--- src/rtl/axi_req_arbiter.sv ---
// Round-robin packet arbiter merging NUM_REQ FLIT-format AXI4-Stream request sources
// into one registered output stage; grants move only on packet boundaries.
module axi_req_arbiter #(
  parameter int FPW     = 4,
  parameter int NUM_REQ = 2,
  parameter int RW      = (NUM_REQ > 1) ? $clog2(NUM_REQ) : 1
) (
  input  logic                       clk,
  input  logic                       res,
  input  logic [NUM_REQ-1:0]         s_TVALID,
  output logic [NUM_REQ-1:0]         s_TREADY,
  input  logic [NUM_REQ*FPW*128-1:0] s_TDATA,
  input  logic [NUM_REQ*FPW*16-1:0]  s_TUSER,
  output logic                       m_TVALID,
  input  logic                       m_TREADY,
  output logic [FPW*128-1:0]         m_TDATA,
  output logic [FPW*16-1:0]          m_TUSER,
  output logic [RW-1:0]              grant_id,
  output logic                       locked
);

  localparam int DW = FPW * 128;
  localparam int UW = FPW * 16;

  typedef enum logic {IDLE, LOCK} state_t;

  state_t          state, state_nxt;
  logic [RW-1:0]   ptr, ptr_nxt, grant_nxt;
  logic [RW-1:0]   sel;
  logic            sel_any;
  logic            ld;
  logic            accept;
  logic [DW-1:0]   sel_data;
  logic [UW-1:0]   sel_user;
  logic            pkt_found;
  logic            pkt_close;

  function automatic logic [RW-1:0] next_idx(input logic [RW-1:0] i);
    return (i == RW'(NUM_REQ - 1)) ? '0 : i + 1'b1;
  endfunction

  assign ld     = !m_TVALID || m_TREADY;
  assign locked = (state == LOCK);
  assign accept = |(s_TREADY & s_TVALID);

  // Source selection: locked grant wins; otherwise first valid at or after ptr.
  always_comb begin
    // NOTE: every variable gets a default before any branch so no latch is inferred.
    int idx;
    idx     = 0;
    sel     = grant_id;
    sel_any = 1'b0;
    if (state == LOCK) begin
      sel_any = 1'b1;
    end else begin
      // Descending scan so the nearest candidate to ptr is written last and wins.
      for (int k = NUM_REQ - 1; k >= 0; k--) begin
        idx = (int'(ptr) + k) % NUM_REQ;
        if (s_TVALID[RW'(idx)]) begin
          sel     = RW'(idx);
          sel_any = 1'b1;
        end
      end
    end
  end

  always_comb begin
    s_TREADY = '0;
    sel_data = '0;
    sel_user = '0;
    for (int i = 0; i < NUM_REQ; i++) begin
      if (sel == RW'(i)) begin
        sel_data = s_TDATA[i*DW +: DW];
        sel_user = s_TUSER[i*UW +: UW];
        s_TREADY[i] = res && ld && sel_any;
      end
    end
  end

  // The highest valid FLIT carrying Hdr or Tail decides whether the packet ends open.
  always_comb begin
    pkt_found = 1'b0;
    pkt_close = 1'b0;
    for (int f = 0; f < FPW; f++) begin
      if (sel_user[f] && (sel_user[FPW+f] || sel_user[2*FPW+f])) begin
        pkt_found = 1'b1;
        pkt_close = sel_user[2*FPW+f];
      end
    end
  end

  always_comb begin
    state_nxt = state;
    ptr_nxt   = ptr;
    grant_nxt = grant_id;
    if (accept) begin
      case (state)
        IDLE: begin
          grant_nxt = sel;
          if (pkt_found) begin
            if (pkt_close) ptr_nxt   = next_idx(sel);
            else           state_nxt = LOCK;
          end
        end
        LOCK: begin
          if (pkt_found && pkt_close) begin
            state_nxt = IDLE;
            ptr_nxt   = next_idx(grant_id);
          end
        end
        default: state_nxt = IDLE;
      endcase
    end
  end

  always_ff @(posedge clk or negedge res) begin
    if (!res) begin
      state    <= IDLE;
      ptr      <= '0;
      grant_id <= '0;
    end else begin
      // NOTE: sequential state uses non-blocking assignments so all registers update together.
      state    <= state_nxt;
      ptr      <= ptr_nxt;
      grant_id <= grant_nxt;
    end
  end

  // Data holds when no beat is loaded; its reset value is visible on the port.
  always_ff @(posedge clk or negedge res) begin
    if (!res) begin
      m_TVALID <= 1'b0;
      m_TDATA  <= '0;
      m_TUSER  <= '0;
    end else if (accept) begin
      m_TVALID <= 1'b1;
      m_TDATA  <= sel_data;
      m_TUSER  <= sel_user;
    end else if (ld) begin
      m_TVALID <= 1'b0;
    end
  end

endmodule

--- config.mk ---
export PLATFORM = sky130hd
export DESIGN_NAME = axi_req_arbiter
export DESIGN_NICKNAME = d
export VERILOG_FILES = /design/src/rtl/axi_req_arbiter.sv
export SDC_FILE = /design/constraint.sdc
export NUM_CORES = 1
export LEC_CHECK = 0
export CORE_AREA = 2 2 675 677
export CTS_CLUSTER_DIAMETER = 40
export DETAILED_ROUTE_END_ITERATION = 16
export DIE_AREA = 0 0 677 679
export PLACE_DENSITY = 0.31
export RECOVER_POWER = 100
export SETUP_SLACK_MARGIN = 0.2
export SLEW_MARGIN = 20
export SYNTH_ARGS = -nofsm -noshare
export SYNTH_HDL_FRONTEND = slang
export SYNTH_SLANG_ARGS = --single-unit
--- constraint.sdc ---
create_clock -name clk -period 2.2 [get_ports clk]
set_input_delay 0.44 -clock clk [delete_from_list [all_inputs] [get_ports clk]]
set_output_delay 0.44 -clock clk [all_outputs]
set_load 0.1 [all_outputs]
After elaboration in Yosys (flattened, before gate mapping). Cells that the tools add are included.

Register bits: 580. Output and inout port bits: 581. Word-level logic and storage cells: 67.

Add/subtract/negate cells: 3. Magnitude comparators: 2. Eq/ne operators: 3. Muxes and demuxes: 34. Bitwise operators: 2. Reduce and logical (&&, ||, !) cells: 17.

Operators by type and width (number): two-way mux 512 bit (1); two-way mux 64 bit (1); two-way mux 1 bit (30); logical AND 1 bit (7); < comparator 1 x 3 -> 1 bit, second input constant (2); logical OR 1 bit (5); inequality test 2 bit, second input constant (2); one-hot mux 1 bit (2 select lines) (2); AND reduction 4 bit (1); adder 1 bit, second input constant (3); bitwise AND 2 bit (1); inequality test 2 x 1 -> 1 bit, second input constant (1); AND reduction 2 bit (1); nonzero test 2 bit (1); OR reduction 2 bit (1); logical NOT 1 bit (1); inverter 1 bit (1).

Depth between registers and ports, before layout.
Depth in word-level cells: 17. Gate-level depth with buffers: 9. Gate-level depth less buffers: 5.

Worst setup path after synthesis. No wires, ideal clock.

Path kind: register to output. From: reg state (netlist: locked). To: out s_TREADY[0]. Arrival time: 3.387 ns. Setup slack: -1.627 ns. Stages on the path, launching flop included: 8. Buffers on the path: 4. Cell sequence: dfrtp_1 nor2b_2 mux2_4 buf_4 buf_4 buf_4 buf_2 nor2_1.

Longest elaborated chain between the ends: 3. Elaborated cells on any way between the ends: 4. Those cells by class: mux (3); reduce/logical (1).

RTL lines: from (decl) (line 27) `state_t state, state_nxt;`; from (signal assigned) (line 123) `state <= state_nxt;`; two-way mux 1 bit (line 53) `if (state == LOCK) begin`; logical AND 1 bit (line 75) `s_TREADY[i] = res && ld && sel_any;`; two-way mux 1 bit * (line 72) `if (sel == RW'(i)) begin`; to (decl) (line 11) `output logic [NUM_REQ-1:0] s_TREADY,`.

Every way passes the cells marked *; elsewhere a longest branch is shown, timed or not.

Worst setup path in the final report. Ends and elaborated chain as after synthesis.

==> impl_results.rst <==
.. list-table::
   :header-rows: 1

   * - Metric
     - Value
   * - Top cells by count, synth
     - 839 x sky130_fd_sc_hd__o21ai_0, 580 x sky130_fd_sc_hd__dfrtp_1, 578 x sky130_fd_sc_hd__mux2i_1
   * - Horizontal extent of the die
     - 677 µm
   * - CTS tree
     - done
   * - Setup Viol. Count Final
     - 1020
   * - Clock Sink Count
     - 580
   * - Synthesized instance count
     - 2605
   * - Worst-case setup slack after placement
     - -1.005 ns
   * - CTS clk-pin slew, worst paths
     - 0.05 ns
   * - Depth of the CTS H-tree
     - 4
   * - Number of remaining DRC errors
     - 0
   * - Area of the die
     - 459700 µm²
   * - Layout net count
     - 5809
   * - Total negative setup slack
     - -368.76 ns
   * - Number of global-route vias before repair
     - 33450
   * - WHS
     - 0.2424 ns
   * - Number of flops mapped to enable cells by yosys
     - 0
   * - Gr ovfl total
     - 0
   * - Run status
     - complete, but fails checks
   * - Largest driver fanout on the critical path
     - 2
   * - Clock latency reported for the late side of the worst-skew pair
     - 0.83 ns
   * - TritonCTS Buffers
     - 164
   * - Sequential share of the synthesized area
     - 52.58%
   * - Final period demand of the worst path
     - 2.921 ns
   * - Async set-reset flop share out of synthesis
     - 100.0%
   * - Clk buf depth
     - 4
   * - Biggest area contributors in the synthesized netlist
     - sky130_fd_sc_hd__dfrtp_1 53%, sky130_fd_sc_hd__mux2i_1 21%, sky130_fd_sc_hd__o21ai_0 15%
   * - Cell type with the largest total area after synthesis
     - sky130_fd_sc_hd__dfrtp_1
   * - Clock Skew
     - 0.04886 ns
   * - Kind of launch point of the worst setup path
     - flop
   * - Synth Area per Inst
     - 10.60 µm²
   * - IO Port Bufs
     - 1737
   * - Actual slew at the worst max-slew pin
     - 1.043 ns
   * - Global-route wire length before repair
     - 426400 µm
   * - Die height
     - 679 µm
   * - Distinct cells, synth
     - 29
   * - Critical Path RT
     - 1.76 ns
   * - Most common cell in the synthesized netlist
     - sky130_fd_sc_hd__o21ai_0
   * - Netlist area before placement
     - 27610 µm²
   * - Core Region
     - 451800 µm²
   * - Number of core rows
     - 247
   * - Layout cells sized above 1
     - 33.32%
   * - Routed wire per std cell
     - 33.16 µm
   * - Routed vias
     - 33220
   * - Class of the tightest hold or removal check
     - in2reg
   * - Top flip-flop cell by instance count after synthesis
     - sky130_fd_sc_hd__dfrtp_1
   * - Post-route total power
     - 126.1 mW
   * - Starting utilization of the core area
     - 6.110%
   * - TritonRoute pass-1 iters
     - 5
   * - Number of synthesized register bits
     - 580
   * - Pin count of the biggest net entering global routing
     - 109
   * - Post-Route Utilization
     - 13.93%
   * - Critical path class
     - reg2out
   * - Share of Yosys cell area claimed by the top area cell type
     - 52.58%
   * - Crit path setup slack, layout
     - -0.7207 ns
   * - Total of max-cap violations
     - 0
   * - Final max-slew violation count
     - 0
   * - Cell count after placement
     - 10310
   * - Number of hold violations in the final report
     - 0
   * - Count of filler cells inserted in the layout
     - 51160
   * - Final cell area excluding filler cells
     - 62940 µm²
   * - Worst IR drop on VDD
     - 0.001036 V
   * - Antenna violations before repair
     - 323
   * - Final routed wirelength across all metal layers
     - 358700 µm
   * - Post-detail-place hpwl
     - 294600 µm
   * - Warnings from Yosys
     - 0
   * - Unrepaired setup endpoints after global routing
     - true
   * - Final Non-Filler Cells
     - 10820
   * - Ports
     - 1738
   * - Top achievable clock speed
     - 342.4 MHz
   * - Total GRT Usage
     - 14.62%
   * - Routability-driven placement congestion ratio
     - 0.9810
   * - Number of vias per cell
     - 3.071
   * - Worst endpoint data arrival time
     - 2.48 ns
   * - Synthesized net count
     - 3762
   * - Antenna-violating nets left
     - 0
   * - Headroom to the max-slew limit
     - 30.46%
   * - Pwr Density
     - 2003 nW/µm²
   * - Leakage power
     - 25.14 nW
   * - First DRT Iteration DRCs
     - 2268
   * - CP endpoint kind
     - primary output
   * - Final worst path period share
     - 132.8%
   * - Area after DPL
     - 53070 µm²
   * - Growth of design area from synthesis to finish
     - 128.0%
   * - Clock root buffer
     - sky130_fd_sc_hd__clkbuf_16
   * - Violations in the final reports
     - negative setup slack
-- area by class of cell --
cell class              count  area [µm²]  area share, %
diodes                     68       170.2         0.2703
clock buffers             205        4563          7.250
clock inverters            81        1115          1.771
inverters                   1       3.754       0.005964
multi-input cells        1767       13270          21.08
flip-flops and latches    580       14520          23.07
well taps                5976        7477          11.88
repair buffers           2138       21820          34.67
-- where the power goes --
| group | internal [mW] | switching [mW] | total [mW] |
|---|---|---|---|
| Combinational | 20.5 | 61.1 | 81.6 |
| Sequential | 15.8 | 3.48 | 19.2 |
| Clock | 17.2 | 8.02 | 25.2 |
| Total | 53.4 | 72.6 | 126 |
-- routing by layer --
layer / vias up / wire length (µm) / track usage [%]
met5: - / 962 / 0
met4: 148 / 13550 / 3.873
met3: 786 / 41550 / 7.449
met2: 1955 / 173400 / 25.32
met1: 16470 / 129200 / 15.59
li1: 13860 / - / -
-- worst paths after layout --
kind,end,startpoint,depth (start not counted),slack [ns]
setup / recovery,s_TREADY[0],locked,7,-0.72
hold reg to reg,m_TDATA[357],m_TDATA[357],2,0.48
max in group asynchronous,m_TDATA[33],res,4,-0.51
setup reg to reg,m_TDATA[355],locked,12,-0.62
min in group asynchronous,m_TDATA[392],res,3,1.25
hold / removal,m_TDATA[121],s_TDATA[121],3,0.24
-- state kept, by name, indices dropped and copies added (netlist names) --
name      flops
grant_id      1
locked        1
m_TDATA     512
m_TUSER      64
m_TVALID      1
ptr           1
-- layout by cell type, fill, tap and decap left out, drive strengths merged, types with 2 or more instances in the layout --
cell type	instances
mux2i	578
diode	68
a211oi	2
clkinvlp	15
inv	6
nand3	3
dfrtp	580
clkbuf	560
bufbuf	6
clkdlybuf4s50	1155
o21ai	1158
mux2	4
nor2	2
nand2	6
clkinv	38
bufinv	23
o31ai	2
buf	621
a22oi	2
-- worst max-delay path: stages, from the launching register on --
cell                      delay, ns
sky130_fd_sc_hd__dfrtp_4       0.48
sky130_fd_sc_hd__nor2b_4       0.14
sky130_fd_sc_hd__mux2_8        0.37
sky130_fd_sc_hd__buf_12        0.13
sky130_fd_sc_hd__buf_16        0.12
sky130_fd_sc_hd__buf_8         0.11
sky130_fd_sc_hd__nor2_4        0.10
sky130_fd_sc_hd__buf_12        0.18
-- cell families (layout without fill, tap and decap cells) --
group                  count (synthesis)  in the layout  share of synthesized area [%]
and+or+nand+nor                       15             15                         0.2674
AOI/OAI and AO/OA                   1170           1170                          21.38
other                                  0             68                              0
muxes                                582            582                          21.13
buffers and inverters                258           2425                          4.646
DFF                                  580            580                          52.58
-- timing repair --
item | in CTS | in global routing
pin swaps | 5 | 33
gates cloned | 49 | 38
gates resized for setup | 276 | 530
hold endpoints to repair | 30 | 0
setup endpoints to repair | 1024 | 904
buffers inserted | 41 | 22
hold buffers | 1 | 0
Power figures use the tool's default switching activity.
